$ cat src/rtl/fifo_sync_param.sv
`default_nettype none
// +--------------------------------------------------------------------------+
// | Module      : fifo_sync_param                                            |
// | Description : Parametrised single-clock show-ahead FIFO with fill count, |
// |               programmable almost-full/almost-empty thresholds, sticky   |
// |               overflow/underflow error flags and write-through when full.|
// |                                                                          |
// | Ports                                                                    |
// |   clock        in   rising-edge clock                                    |
// |   reset        in   asynchronous, active-high reset                      |
// |   wn           in   write request                                        |
// |   data_in      in   write data [DATA_W]                                  |
// |   rn           in   read request, pops the head entry                    |
// |   clr_err      in   synchronous clear of overflow/underflow              |
// |   data_out     out  head entry (show-ahead), 0 while empty               |
// |   full         out  count == DEPTH                                      |
// |   empty        out  count == 0                                          |
// |   almost_full  out  count >= AF_LEVEL                                   |
// |   almost_empty out  count <= AE_LEVEL                                   |
// |   count        out  occupancy 0..DEPTH [$clog2(DEPTH)+1]                |
// |   overflow     out  sticky: a write was rejected                       |
// |   underflow    out  sticky: a read was attempted while empty           |
// |                                                                          |
// | Revision    : 1.0  initial release                                       |
// +--------------------------------------------------------------------------+
module fifo_sync_param #(
    parameter int DATA_W   = 8,
    parameter int DEPTH    = 8,
    parameter int AF_LEVEL = 6,
    parameter int AE_LEVEL = 2
) (
    input  logic                     clock,
    input  logic                     reset,
    input  logic                     wn,
    input  logic [DATA_W-1:0]        data_in,
    input  logic                     rn,
    input  logic                     clr_err,
    output logic [DATA_W-1:0]        data_out,
    output logic                     full,
    output logic                     empty,
    output logic                     almost_full,
    output logic                     almost_empty,
    output logic [$clog2(DEPTH):0]   count,
    output logic                     overflow,
    output logic                     underflow
);

    // Storage address width, and pointer width with one extra wrap bit.
    localparam int c_ADDR_W = $clog2(DEPTH);
    localparam int c_PTR_W  = c_ADDR_W + 1;

    localparam logic [c_PTR_W-1:0] c_AF_LEVEL = c_PTR_W'(AF_LEVEL);
    localparam logic [c_PTR_W-1:0] c_AE_LEVEL = c_PTR_W'(AE_LEVEL);
    localparam logic [c_PTR_W-1:0] c_PTR_ONE  = c_PTR_W'(1);

    logic [DATA_W-1:0]  r_mem [DEPTH];
    logic [c_PTR_W-1:0] r_wptr;
    logic [c_PTR_W-1:0] r_rptr;
    logic [c_PTR_W-1:0] r_count;
    logic               r_overflow;
    logic               r_underflow;

    logic [c_ADDR_W-1:0] w_waddr;
    logic [c_ADDR_W-1:0] w_raddr;
    logic                w_empty;
    logic                w_full;
    logic                w_rd_ok;
    logic                w_wr_ok;

    assign w_waddr = r_wptr[c_ADDR_W-1:0];
    assign w_raddr = r_rptr[c_ADDR_W-1:0];

    // Equal pointers mean empty; same slot but opposite lap means full.
    assign w_empty = (r_wptr == r_rptr);
    assign w_full  = (w_waddr == w_raddr) && (r_wptr[c_ADDR_W] != r_rptr[c_ADDR_W]);

    // A read only happens when there is something to pop. A write into a
    // full FIFO is still accepted when a read frees the head slot in the
    // same cycle; that slot is exactly the one the write pointer targets.
    assign w_rd_ok = rn && !w_empty;
    assign w_wr_ok = wn && (!w_full || rn);

    // Storage
    always_ff @(posedge clock or posedge reset) begin
        if (reset) begin
            for (int i = 0; i < DEPTH; i++) begin
                r_mem[i] <= '0;
            end
        end else if (w_wr_ok) begin
            r_mem[w_waddr] <= data_in;
        end
    end

    // Pointers roll over naturally modulo 2*DEPTH.
    always_ff @(posedge clock or posedge reset) begin
        if (reset) begin
            r_wptr <= '0;
            r_rptr <= '0;
        end else begin
            if (w_wr_ok) begin
                r_wptr <= r_wptr + c_PTR_ONE;
            end
            if (w_rd_ok) begin
                r_rptr <= r_rptr + c_PTR_ONE;
            end
        end
    end

    // Occupancy counter: moves only when exactly one side is accepted.
    always_ff @(posedge clock or posedge reset) begin
        if (reset) begin
            r_count <= '0;
        end else begin
            case ({w_wr_ok, w_rd_ok})
                2'b10:   r_count <= r_count + c_PTR_ONE;
                2'b01:   r_count <= r_count - c_PTR_ONE;
                default: r_count <= r_count;
            endcase
        end
    end

    // Sticky error flags; clearing wins over a simultaneous new error.
    always_ff @(posedge clock or posedge reset) begin
        if (reset) begin
            r_overflow  <= 1'b0;
            r_underflow <= 1'b0;
        end else if (clr_err) begin
            r_overflow  <= 1'b0;
            r_underflow <= 1'b0;
        end else begin
            if (wn && !w_wr_ok) begin
                r_overflow <= 1'b1;
            end
            if (rn && w_empty) begin
                r_underflow <= 1'b1;
            end
        end
    end

    // Outputs: all flags come from registered state only.
    assign data_out     = w_empty ? '0 : r_mem[w_raddr];
    assign full         = w_full;
    assign empty        = w_empty;
    assign almost_full  = (r_count >= c_AF_LEVEL);
    assign almost_empty = (r_count <= c_AE_LEVEL);
    assign count        = r_count;
    assign overflow     = r_overflow;
    assign underflow    = r_underflow;

endmodule
`default_nettype wire
$ cat config.mk
export PLATFORM = sky130hd
export DESIGN_NAME = fifo_sync_param
export DESIGN_NICKNAME = d
export VERILOG_FILES = /design/src/rtl/fifo_sync_param.sv
export SDC_FILE = /design/constraint.sdc
export NUM_CORES = 1
export LEC_CHECK = 0
export CAP_MARGIN = 0
export CORE_UTILIZATION = 52
export CTS_CLUSTER_SIZE = 10
export DETAILED_ROUTE_END_ITERATION = 12
export GPL_ROUTABILITY_DRIVEN = 0
export PLACE_DENSITY = 0.85
export SLEW_MARGIN = 20
export SYNTH_ARGS = -nofsm -noshare
export SYNTH_HDL_FRONTEND = slang
export SYNTH_SLANG_ARGS = --single-unit
$ cat constraint.sdc
create_clock -name clock -period 2.65 [get_ports clock]
set_input_delay 0.6625 -clock clock [delete_from_list [all_inputs] [get_ports clock]]
set_output_delay 0.6625 -clock clock [all_outputs]
set_load 0.01 [all_outputs]
# [Yosys cells after proc, flatten, opt, wreduce, memory -nomap -nowiden]
# Index checks and enable logic that the tools add are counted.
[word_totals] ff_bits=78 latch_bits=0 ramBits=0 romBits=0 inputBits=13 out_inout_bits=18 word_cells=54 memories=0
[op_classes] add_sub_neg=4 n_mul=0 n_div=0 order_cmp=5 eq_ne=5 shifts=0 n_mux=12 bitwise_logic=2 n_reduce_logical=13
[op_table] operator="$bwmux W64" n=1
[op_table] operator="$mux W8" n=4
[op_table] operator="$bmux W8 S3" n=1
[op_table] operator="$demux W8 S3" n=1
[op_table] operator="$add A4 B1 Y4 const B" n=3
[op_table] operator="$ge A4 B4 Y1 const B" n=2
[op_table] operator="$not A3 Y4" n=2
[op_table] operator="$pmux W4 S2" n=1
[op_table] operator="$logic_and A1 B1 Y1" n=6
[op_table] operator="$reduce_bool A2 Y1" n=3
[op_table] operator="$eq A4 B4 Y1" n=1
[op_table] operator="$ge A4 B3 Y1 const B" n=1
[op_table] operator="$le A4 B2 Y1 const B" n=1
[op_table] operator="$lt A4 B1 Y1 const B" n=1
[op_table] operator="$mux W1" n=4
[op_table] operator="$sub A4 B1 Y4 const B" n=1
[op_table] operator="$eq A3 B3 Y1" n=1
[op_table] operator="$logic_not A1 Y1" n=3
[op_table] operator="$eq A2 B1 Y1 const B" n=1
[op_table] operator="$eq A2 B2 Y1 const B" n=1
[op_table] operator="$logic_or A1 B1 Y1" n=1
[op_table] operator="$ne A1 B1 Y1" n=1

# [Longest topological paths before layout]
# Gate-level depths: netlist of run 1.
[depth] depth_word=9 mapped_depth=11 depth_no_buf=10

# [Least setup slack after synthesis of run 1]
# OpenSTA, ideal clock, no wires.
[synth_timing] path_type="register to register" from="register r_rptr[1]" to="register r_count[2], in the netlist count[2]" setup_time_ps=131 t_arrival_ps=2219 t_required_ps=2519 path_slack_ps=300 stages_incl_launch_ff=12 path_buffers=1 period_less_slack_ps=2350 cell_sequence="dfrtp_1 > buf_2 > xnor2_2 > nand4_4 > o21ai_1 > ha_1 > xor2_1 > ha_1 > a21oi_1 > xor2_1 > nor2_1 > xor2_1"
[synth_via] elab_chain_cells=7 word_cells_on_any_way=12 cone_classes="4 x eq/ne; 1 x mux; 7 x reduce/logical"
[synth_rtl] item="start: declaration" line_no="58" source="logic [c_PTR_W-1:0] r_rptr;"
[synth_rtl] item="start signal: assignment" line_no="104" source="r_rptr <= r_rptr + c_PTR_ONE;"
[synth_rtl] item="$eq A3 B3 Y1" line_no="75" source="assign w_full = (w_waddr == w_raddr) && (r_wptr[c_ADDR_W] != r_rptr[c_ADDR_W]);"
[synth_rtl] item="$logic_and A1 B1 Y1" line_no="75"
[synth_rtl] item="$logic_not A1 Y1" line_no="81" source="assign w_wr_ok = wn && (!w_full || rn);"
[synth_rtl] item="$logic_or A1 B1 Y1" line_no="81"
[synth_rtl] item="$logic_and A1 B1 Y1" line_no="81"
[synth_rtl] item="$eq A2 B1 Y1 or $eq A2 B2 Y1 (tied branches)" line_no="114" source="case ({w_wr_ok, w_rd_ok})"
[synth_rtl] item="$pmux W4 S2 or $reduce_bool A2 Y1 (tied branches)"
[synth_rtl] item="end signal: assignment" line_no="115" source="2'b10: r_count <= r_count + c_PTR_ONE;"
[synth_rtl] item="end signal: assignment" line_no="116" source="2'b01: r_count <= r_count - c_PTR_ONE;"
[synth_rtl] item="end signal: assignment" line_no="117" source="default: r_count <= r_count;"
[synth_rtl] item="end: declaration" line_no="59" source="logic [c_PTR_W-1:0] r_count;"
# Several ways; a longest one is shown, not always the timed one.
# A chain may end at the register's enable or synchronous reset.

# [Worst setup path after layout of run 1]
[layout_timing] from="register r_rptr[0]" to="output port data_out[6]"
[layout_via] elab_chain_cells=5 word_cells_on_any_way=6 cone_classes="1 x eq/ne; 4 x mux; 1 x bitwise"
[layout_rtl] item="$not A3 Y4 (implied by the code)" line_no="141" source="assign data_out = w_empty ? '0 : r_mem[w_raddr];"
[layout_rtl] item="$bmux W8 S3" line_no="141"
[layout_rtl] item="$mux W8 (implied by the code) (2 in a row)" line_no="141"
[layout_rtl] item="$mux W8 (*)" line_no="141"
[layout_rtl] item="end: declaration" line_no="38" source="output logic [DATA_W-1:0] data_out,"
# Mark *: on every way between the ends. The rest lies on a longest branch, timed or not. The select of a mux whose other input is x is not followed.

==> impl_metrics.env, run 1 <==
export IMPL_status="finished clean"
export IMPL_r2r_slack_ps=230
export IMPL_critPathCaptureType="primary output"
export IMPL_power_density_nw_per_um2=1322
export IMPL_path_class="flop to primary output"
export IMPL_core_area_sq_um=6944
export IMPL_final_util_pct=66.04
export IMPL_area_growth_pct=19.42
export IMPL_pwr_share_seq_pct=35.1
export IMPL_cp_arrival_ps=1920
export IMPL_maxSlewHeadroom_pct=52.81
export IMPL_die_height_microns=87.94
export IMPL_clk_latency_ps=350
export IMPL_clock_sinks=78
export IMPL_grt_max_degree=35
export IMPL_syn_area_per_cell_sq_um=13.62
export IMPL_clkPwrFrac_pct=14.9
export IMPL_num_vias=2658
export IMPL_ir_drop_mv=0.4754
export IMPL_crit_cells=5
export IMPL_clkTransAtPathRegs_ps=80
export IMPL_antenna_cells=0
export IMPL_syn_area_sq_um=3840
export IMPL_h_tree_depth=3
export IMPL_worstPathRequired_ps=1990
export IMPL_nets=348
export IMPL_vias_per_cell=6.167
export IMPL_setup_worst_path_start="r_rptr[0]$_DFFE_PP0P_"
export IMPL_critPathBufInv=2
export IMPL_first_global_vias=2720
export IMPL_clock_path_buffers=2
export IMPL_grt_ovfl_total=0
export IMPL_crit_path_end="data_out[6]"
export IMPL_p_leak_nw=1.934
export IMPL_firstDrtPassIters=4
export IMPL_fmax_ghz=0.3873
export IMPL_cts_tree="built"
export IMPL_finalHoldViolCount=0
export IMPL_grt_usage_pct=25.57
export IMPL_r2r_cells=12
export IMPL_final_antenna_net_count=0
export IMPL_wl_per_cell_microns=20.66
export IMPL_cts_buffers=9
export IMPL_fill_cells=499
export IMPL_ys_ff_latch=78
export IMPL_final_setup_viol_count=0
export IMPL_synth_cells=282
export IMPL_cpPeakStageDelay_ps=520
export IMPL_swShare_pct=37.84
export IMPL_drive_gt1_share_pct=24.78
export IMPL_ys_warnings_count=0
export IMPL_worstPathCellList="buf_6 -> mux4_2 -> mux2i_1 -> nor2_1 -> dlygate4sd2_1"
export IMPL_hp_class="flop to flop"
export IMPL_synth_flop_cell="dfrtp_1"
export IMPL_min_period_ps=2582
export IMPL_ios=31
export IMPL_clockRootBuffer="clkbuf_8"
export IMPL_synth_cell_types=40
export IMPL_p_sw_mw=2.294
export IMPL_wirelength_microns=8905
export IMPL_synth_edf_count=0
export IMPL_asyncSetResetFlopFracSynth_pct=100.0
export IMPL_worst_slew_pin_slew_ps=705.8
export IMPL_die_area_sq_um=7733
export IMPL_tns_ps=0
export IMPL_reg2reg_from="r_rptr[0]$_DFFE_PP0P_"
export IMPL_rows=30
export IMPL_rsz0062_at_grt="no"
export IMPL_cpLargestDelayFamily="multiplexers"
export IMPL_r2r_end="count[2]$_DFFE_PP0P_"
export IMPL_fin_crit_sh_pct=97.42
export IMPL_ys_seq_area_share_pct=50.83
export IMPL_dr_first_iter_drc_count=222
export IMPL_port_buffers=30
export IMPL_crit_path_top_delay_cell="mux4_2"
export IMPL_dp_hpwl_microns=5863
export IMPL_antenna_found_initial=0
export IMPL_crit_fanout=6
export IMPL_drv_cap=0
export IMPL_skew_ps=11.47
export IMPL_drv_slew=0
export IMPL_start_util_pct=55.30
export IMPL_combPwrFrac_pct=50.0
export IMPL_intPower_mw=3.767
export IMPL_drcViolationCount=0
export IMPL_worst_setup_path_start_kind="flop"
export IMPL_fp_dieW_microns=87.94
export IMPL_grt_pass1_wl_microns=14500
export IMPL_syn_num_nets=300
worst reg2reg max path: stages (launching register included):
cell and delay [ps]:
dfrtp_1 420, buf_4 170, xnor2_2 130, and4b_1 230
buf_4 140, nor2b_1 160, ha_2 260, xor2_1 90
ha_1 190, a21oi_1 150, xor2_1 160, nor2_1 60
xor2_1 140
power by group through the flow:
stage	logic [mW]	clock network (mW)	registers (mW)
after detailed placement	3.07	0	2.11
final	3.03	0.901	2.13
after floorplan	2.11	0	1.99
after global routing	3.27	0.961	2.18
after CTS	3.06	0.912	2.11
after global placement	2.97	0	2.07
cells in the mapped netlist (all sizes together), types with 2 or more instances:
library cell	count	share of area (%)
o2bb2ai	56	13
clkbuf	3	0.29
nand2b	10	1.6
xor2	8	1.8
o2111ai	4	1.2
dfrtp	78	51
nand4	2	0.72
o21ai	9	3.2
nand2	10	0.98
buf	16	2.5
mux2	11	3.2
a21oi	3	0.39
mux4	16	9.4
ha	5	1.6
o211ai	2	0.52
nor2	19	1.9
inv	4	0.39
mux2i	8	2.1
xnor2	7	2.2
cells by family (layout without fill, tap and decap cells):
group / Yosys count / in the layout / share of synthesized area [%]
AO/OA/AOI/OAI: 78 / 78 / 19.03
XOR/XNOR: 15 / 15 / 4.008
adder cells (fa/ha/maj): 5 / 5 / 1.629
buffers and inverters: 23 / 76 / 3.160
flip-flops: 78 / 78 / 50.83
multiplexers: 35 / 35 / 14.70
AND/OR/NAND/NOR: 48 / 48 / 6.648
stage by stage:
step	worst slack [ps]	cells	hold WS (ps)	power, mW	cell area, sq um
floorplan	299.8	282	450.9	4.109	3844
global placement	161.6	411	466.0	5.046	4348
detailed placement	80.81	411	469.4	5.181	4348
CTS	4.397	431	492.9	6.080	4593
global route	7.645	431	508.9	6.415	4586
finish	68.25	431	491.3	6.060	4586
how the worst min path moves through the flow:
stage                          start               endpoint  slack [ps]  depth (start not counted)
2_1_floorplan  r_mem[10]$_DFFE_PP0P_  r_mem[10]$_DFFE_PP0P_         450                          1
3_3_place_gp    r_mem[2]$_DFFE_PP0P_   r_mem[2]$_DFFE_PP0P_         470                          1
3_5_place_dp   r_mem[13]$_DFFE_PP0P_  r_mem[13]$_DFFE_PP0P_         470                          1
4_1_cts        r_mem[45]$_DFFE_PP0P_  r_mem[45]$_DFFE_PP0P_         490                          1
5_1_grt         r_mem[5]$_DFFE_PP0P_   r_mem[5]$_DFFE_PP0P_         510                          1
6_report        r_mem[9]$_DFFE_PP0P_   r_mem[9]$_DFFE_PP0P_         490                          1
cell usage in the layout, fill, tap and decap left out, types with 2 or more instances in the layout:
| cell | n |
|---|---|
| dlygate4sd2_1 | 3 |
| clkbuf_2 | 4 |
| mux2_2 | 4 |
| nand2b_1 | 10 |
| o2bb2ai_1 | 56 |
| nand2_1 | 10 |
| a21oi_1 | 3 |
| ha_1 | 4 |
| inv_6 | 2 |
| clkdlybuf4s15_1 | 2 |
| xnor2_1 | 4 |
| buf_4 | 19 |
| o2111ai_1 | 2 |
| o2111ai_2 | 2 |
| buf_6 | 4 |
| dfrtp_1 | 78 |
| mux4_2 | 16 |
| inv_1 | 3 |
| mux2_1 | 7 |
| clkinvlp_4 | 2 |
| clkbuf_8 | 9 |
| o21ai_4 | 7 |
| xnor2_2 | 3 |
| mux2i_1 | 8 |
| buf_12 | 2 |
| nor2_1 | 19 |
| clkdlybuf4s50_1 | 20 |
| xor2_1 | 7 |
registers in the layout, summed over array words and instances, names as in the netlist:
name and flops:
r_rptr 4, r_wptr 4, underflow 1, count 4
r_mem 64, overflow 1
repair_timing:
| item | 4_1_cts | 5_1_grt |
|---|---|---|
| resized for setup | 18 | 10 |
| gates cloned | 0 | 0 |
| hold buffers | 0 | 0 |
| setup buffers | 4 | 0 |
| setup endpoints to repair | 9 | 7 |
final cells by class:
| type | instances | area (sq um) | area share, % |
|---|---|---|---|
| clock inverter | 6 | 68.82 | 1.501 |
| sequential | 78 | 1952 | 42.56 |
| clock buffer | 10 | 127.6 | 2.783 |
| tap | 96 | 120.1 | 2.619 |
| multi-input combinational | 181 | 1777 | 38.74 |
| inverter | 4 | 18.77 | 0.4093 |
| timing repair buffer | 56 | 521.8 | 11.38 |
metal layers:
metal	wire, microns	vias to the layer above	global-route usage, %
met5	0	-	0
met4	198	0	11.18
met3	544	20	4.053
met2	4337	112	39.75
met1	3824	1358	35.86
li1	-	1168	-
No activity file was read; power rests on OpenSTA's default activity.
==> run 2, diff against run 1 <==
- ABC_AREA: unset -> 1
- CORE_UTILIZATION: 52 -> 53
- PLACE_DENSITY: 0.85 -> 0.86
==> run 2 against run 1 <==
Net effect: clock power up 3.0%; maximum frequency increased by 0.48%; synthesized area up 13%; sequential cell count unchanged; count of clock-buffer cells in the layout is 2 higher; largest cell class is now multi-input combinational cells.
==> impl_metrics.env, run 2 <==
export IMPL_status="finished clean"
export IMPL_dp_cells=650
export IMPL_ios=31
export IMPL_r2r_end="count[2]$_DFFE_PP0P_"
export IMPL_clkPwrFrac_pct=14.2
export IMPL_r2r_slack_ps=280
export IMPL_start_util_pct=55.38
export IMPL_swShare_pct=44.62
export IMPL_largest_reg_flops=64
export IMPL_cts_buffers=9
export IMPL_layout_common_cells="nand2_1, dfrtp_1, nand4_1"
export IMPL_grt_pass1_wl_microns=19670
export IMPL_clock_path_buffers=2
export IMPL_finalHoldViolCount=0
export IMPL_area_growth_pct=16.81
export IMPL_synth_flop_cell="dfrtp_1"
export IMPL_drv_cap=0
export IMPL_p_leak_nw=2.500
export IMPL_synth_cell_types=30
export IMPL_layout_commonest_cell="nand2_1"
export IMPL_top_register="r_mem"
export IMPL_num_vias=4154
export IMPL_firstDrtPassIters=5
export IMPL_wirelength_microns=12040
export IMPL_drive_gt1_share_pct=15.16
export IMPL_ys_warnings_count=0
export IMPL_antenna_found_initial=0
export IMPL_drcViolationCount=0
export IMPL_final_antenna_net_count=0
export IMPL_asyncSetResetFlopFracSynth_pct=100.0
export IMPL_fill_cells=633
export IMPL_synth_cells=535
export IMPL_min_period_ps=2569
export IMPL_fin_crit_sh_pct=96.95
export IMPL_clock_sinks=78
export IMPL_port_buffers=30
export IMPL_synthTopCellsByArea="dfrtp_1, nand2_1, nand4_1"
export IMPL_synthTopCellsByCount="nand2_1, dfrtp_1, nand4_1, nor2_1, o21ai_0"
export IMPL_synth_edf_count=0
export IMPL_hp_start="r_mem[13]$_DFFE_PP0P_"
export IMPL_yosys_area_top_type="dfrtp_1"
export IMPL_grt_usage_pct=30.61
export IMPL_cp_arrival_ps=1910
export IMPL_antenna_cells=0
export IMPL_drv_slew=0
export IMPL_syn_area_sq_um=4324
export IMPL_crit_fanout=16
export IMPL_min_to="r_mem[13]$_DFFE_PP0P_"
export IMPL_grt_max_degree=79
export IMPL_fin_cells=676
export IMPL_grt_ovfl_total=0
export IMPL_tns_ps=0
export IMPL_vias_per_cell=6.145
export IMPL_maxSlewHeadroom_pct=50.93
export IMPL_intPower_mw=3.612
export IMPL_worst_setup_path_start_kind="flop"
export IMPL_wl_per_cell_microns=17.80
export IMPL_multiInputGateArea_sq_um=2095
export IMPL_ys_seq_area_share_pct=45.14
export IMPL_rsz0062_at_grt="no"
export IMPL_ir_drop_mv=0.5931
export IMPL_cts_tree="built"
export IMPL_die_area_sq_um=8524
export IMPL_core_area_sq_um=7807
export IMPL_skew_ps=12.54
export IMPL_rows=32
export IMPL_first_global_vias=3908
export IMPL_p_sw_mw=2.910
export IMPL_critPathCaptureType="primary output"
export IMPL_die_height_microns=92.33
export IMPL_worstPathRequired_ps=1990
export IMPL_ys_ff_latch=78
export IMPL_power_density_nw_per_um2=1291
export IMPL_clk_latency_ps=370
export IMPL_final_setup_viol_count=0
export IMPL_worst_slew_pin_slew_ps=732.0
export IMPL_synth_most_common_cell="nand2_1"
export IMPL_clkTransAtPathRegs_ps=80
export IMPL_clockRootBuffer="clkbuf_8"
export IMPL_fp_dieW_microns=92.33
export IMPL_nets=587
export IMPL_syn_area_per_cell_sq_um=8.083
export IMPL_dr_first_iter_drc_count=574
export IMPL_finalPower_mw=6.522
export IMPL_synth_top_cell_area_share_pct=45.14
export IMPL_hp_class="flop to flop"
export IMPL_path_class="flop to primary output"
export IMPL_dp_hpwl_microns=7627
export IMPL_reg2reg_from="r_rptr[0]$_DFFE_PP0P_"
export IMPL_fmax_ghz=0.3892
export IMPL_syn_num_nets=553
export IMPL_regArea_sq_um=1956
export IMPL_h_tree_depth=3
export IMPL_r2r_cells=15
export IMPL_pwr_share_seq_pct=33.1
export IMPL_holdPathStages=2
export IMPL_combPwrFrac_pct=52.6
-- run 2: logic make-up after synthesis --
group	share of synthesized area, %
adder cells (fa/ha/maj)	1.447
AO/OA/AOI/OAI	7.349
XOR/XNOR	2.575
AND/OR/NAND/NOR	36.26
buffers and inverters	7.234
flip-flops	45.14
-- run 2: area by class of cell --
| type | instances | area share (%) |
|---|---|---|
| Multi-Input combinational cell | 401 | 41.47 |
| Inverter | 18 | 1.610 |
| Sequential cell | 78 | 38.72 |
| Timing Repair Buffer | 61 | 11.72 |
| Tap cell | 102 | 2.527 |
| Clock inverter | 4 | 0.8918 |
| Clock buffer | 12 | 3.072 |
-- run 2: power groups by stage --
stage | registers (mW) | clock network [mW] | logic (mW)
floorplan | 2.00 | 0 | 2.19
CTS | 2.14 | 0.934 | 3.35
finish | 2.16 | 0.928 | 3.43
global route | 2.21 | 0.975 | 3.79
detailed placement | 2.14 | 0 | 3.26
global placement | 2.12 | 0 | 3.14
-- run 2: worst max-delay path, cell delays in order, from the launching register on --
cell and delay, ps:
dfrtp_2 490, bufbuf_16 310, o21ai_0 200, o22ai_2 120, nor2_1 100, nor2_1 50, dlygate4sd2_1 270
-- run 2: repair_timing --
item | 4_1_cts | 5_1_grt
hold endpoints to repair | 0 | 0
endpoints found under the setup margin | 10 | 5
gates resized for setup | 21 | 9
gates cloned | 2 | 0
buffers inserted | 5 | 3
pin swaps | 4 | 3
hold buffers | 0 | 0
-- run 2: stage by stage --
stage | setup WS, ps | hold WS, ps | cell area [sq um] | utilization [%]
CTS | 5.199 | 471.9 | 5035 | 64.49
global placement | 101.1 | 451.4 | 4741 | 60.72
finish | 80.71 | 474.0 | 5051 | 64.70
floorplan | 378.0 | 436.6 | 4328 | -
global route | 5.968 | 486.3 | 5051 | 64.70
detailed placement | 62.31 | 454.0 | 4741 | 60.72
-- run 2: worst max path at each step --
stage                           from                   end  slack [ps]  depth (start not counted)
2_1_floorplan  r_rptr[0]$_DFFE_PP0P_  count[2]$_DFFE_PP0P_         380                         15
3_3_place_gp                      rn  count[2]$_DFFE_PP0P_         100                         10
3_5_place_dp                      rn  count[2]$_DFFE_PP0P_          60                         10
4_1_cts        r_rptr[0]$_DFFE_PP0P_           data_out[1]           5                         10
5_1_grt        r_rptr[0]$_DFFE_PP0P_           data_out[4]           6                          8
6_report       r_rptr[0]$_DFFE_PP0P_           data_out[4]          80                          6
-- run 2: routing by layer --
| layer | global-route usage (%) | share of wire (%) |
|---|---|---|
| met1 | 41.47 | 40 |
| met5 | 0 | 0 |
| met2 | 45.86 | 46 |
| met3 | 5.911 | 9.9 |
| met4 | 17.84 | 4.5 |
==> run 3, diff against run 2 <==
- CORE_UTILIZATION: 53 -> 55
- CTS_BUF_LIST: unset -> sky130_fd_sc_hd__clkbuf_4 sky130_fd_sc_hd__clkbuf_8
- PLACE_DENSITY: 0.86 -> 0.88
- SKIP_LAST_GASP: unset -> 1
==> run 3 against run 2 <==
Net effect: sequential power shrank 2%; final area shrank 0.52%; clock power rose by 6.6%.
==> impl_metrics.env, run 3 (synthesized netlist as in run 2, its figures left out) <==
export IMPL_p_leak_nw=2.503
export IMPL_worstPathRequired_ps=1990
export IMPL_clockRootBuffer="clkbuf_8"
export IMPL_drv_cap=0
export IMPL_layout_commonest_cell="nand2_1"
export IMPL_h_tree_depth=3
export IMPL_rows=31
export IMPL_vias_per_cell=6.054
export IMPL_core_area_sq_um=7408
export IMPL_fmax_ghz=0.3840
export IMPL_final_antenna_net_count=0
export IMPL_fin_area_sq_um=5025
export IMPL_drive_gt1_share_pct=13.71
export IMPL_fp_dieW_microns=90.67
export IMPL_skew_ps=6.959
export IMPL_top_register="r_mem"
export IMPL_num_vias=4044
export IMPL_cts_tree="built"
export IMPL_maxSlewHeadroom_pct=44.09
export IMPL_worst_slew_pin_slew_ps=834.1
export IMPL_start_util_pct=58.37
export IMPL_rsz0062_at_grt="yes"
export IMPL_dr_first_iter_drc_count=554
export IMPL_hold_buffers=0
export IMPL_cts_buffers=9
export IMPL_fin_crit_sh_pct=98.27
export IMPL_grt_pass1_wl_microns=18790
export IMPL_antenna_cells=0
export IMPL_largest_reg_flops=64
export IMPL_drcViolationCount=0
export IMPL_grt_usage_pct=29.25
export IMPL_drv_slew=0
export IMPL_min_period_ps=2604
export IMPL_grt_ovfl_total=0
export IMPL_area_growth_pct=16.20
export IMPL_port_buffers=30
export IMPL_fill_cells=591
export IMPL_dpl_cell_area_sq_um=4717
export IMPL_timing_final_ws_setup_ps=45.78
export IMPL_final_util_pct=67.83
export IMPL_wl_per_cell_microns=17.47
export IMPL_firstDrtPassIters=5
export IMPL_finalHoldViolCount=0
export IMPL_nets=583
export IMPL_whs_ps=470.9
export IMPL_tns_ps=0
export IMPL_power_density_nw_per_um2=1291
export IMPL_wirelength_microns=11670
export IMPL_status="finished clean"
export IMPL_dp_worst_setup_slack_ps=48.42
export IMPL_clock_sinks=78
export IMPL_grt_max_degree=79
export IMPL_antenna_found_initial=0
export IMPL_clock_path_buffers=2
export IMPL_finalPower_mw=6.485
export IMPL_dp_hpwl_microns=7129
export IMPL_ir_drop_mv=0.6931
export IMPL_clk_latency_ps=350
export IMPL_ios=31
export IMPL_die_area_sq_um=8221
export IMPL_crit_fanout=21
export IMPL_worst_setup_path_start_kind="flop"
export IMPL_die_height_microns=90.67
export IMPL_layout_common_cells="nand2_1, dfrtp_1, nand4_1"
export IMPL_critPathCaptureType="primary output"
export IMPL_final_setup_viol_count=0
export IMPL_path_class="flop to primary output"
export IMPL_clkTransAtPathRegs_ps=80
export IMPL_cp_arrival_ps=1940
export IMPL_hp_class="flop to flop"
export IMPL_first_global_vias=3793
export IMPL_dp_cells=646
export IMPL_fin_cells=668
run 3: cell types whose count changed in the layout (fill, tap and decap cells not counted), sizes merged, moves of 2 or more:
cell           change
clkbuf             -4
dlygate4sd2        -4
dlymetal6s2s       +4
buf                -3
inv                -3
clkdlybuf4s15      +2
clkinv             +2
run 3: report_power, final:
part           switching [mW]  internal [mW]
clock network           0.450          0.539
logic                    2.05           1.34
registers               0.380           1.73
total                    2.88           3.61
run 3: final cells by class:
cell class,instances,area [sq um],share of cell area (%)
Sequential cell,78,1956,38.92
Multi-Input combinational cell,401,2083,41.46
Inverter,18,88.84,1.768
Clock inverter,5,85.08,1.693
Timing Repair Buffer,57,556.8,11.08
Tap cell,99,123.9,2.465
Clock buffer,10,131.4,2.615
run 3: worst max-delay path, stage by stage (launching register included):
cell and delay (ps):
dfrtp_1 430, inv_2 90, buf_12 160, o21ai_0 240, o22ai_1 150, nor2_1 160, nor2_1 70, dlygate4sd2_1 280
run 3: layer usage:
metal | vias to the layer above | wire length [microns] | global-route usage, %
met5 | - | 0 | 0
met4 | 0 | 310 | 13.71
met3 | 41 | 919 | 4.125
met2 | 230 | 5823 | 47.22
met1 | 1907 | 4619 | 38.95
li1 | 1866 | - | -
run 3: what timing repair did:
item | in CTS | in global routing
resized for setup | 11 | 18
gates cloned | 1 | 0
pin swaps | 4 | 2
buffers inserted | 2 | 4
setup endpoints to repair | 9 | 11
run 3: path summary, 6_finish.rpt:
check | startpoint | end | slack, ps | depth (start not counted)
hold reg to reg | r_mem[13]$_DFFE_PP0P_ | r_mem[13]$_DFFE_PP0P_ | 470 | 2
setup reg to reg | r_rptr[1]$_DFFE_PP0P_ | count[2]$_DFFE_PP0P_ | 190 | 15
min in group asynchronous | reset | count[1]$_DFFE_PP0P_ | 750 | 3
max in group asynchronous | reset | r_rptr[1]$_DFFE_PP0P_ | 1530 | 3
setup / recovery | r_rptr[0]$_DFFE_PP0P_ | data_out[2] | 50 | 7
hold / removal | r_mem[13]$_DFFE_PP0P_ | r_mem[13]$_DFFE_PP0P_ | 470 | 2
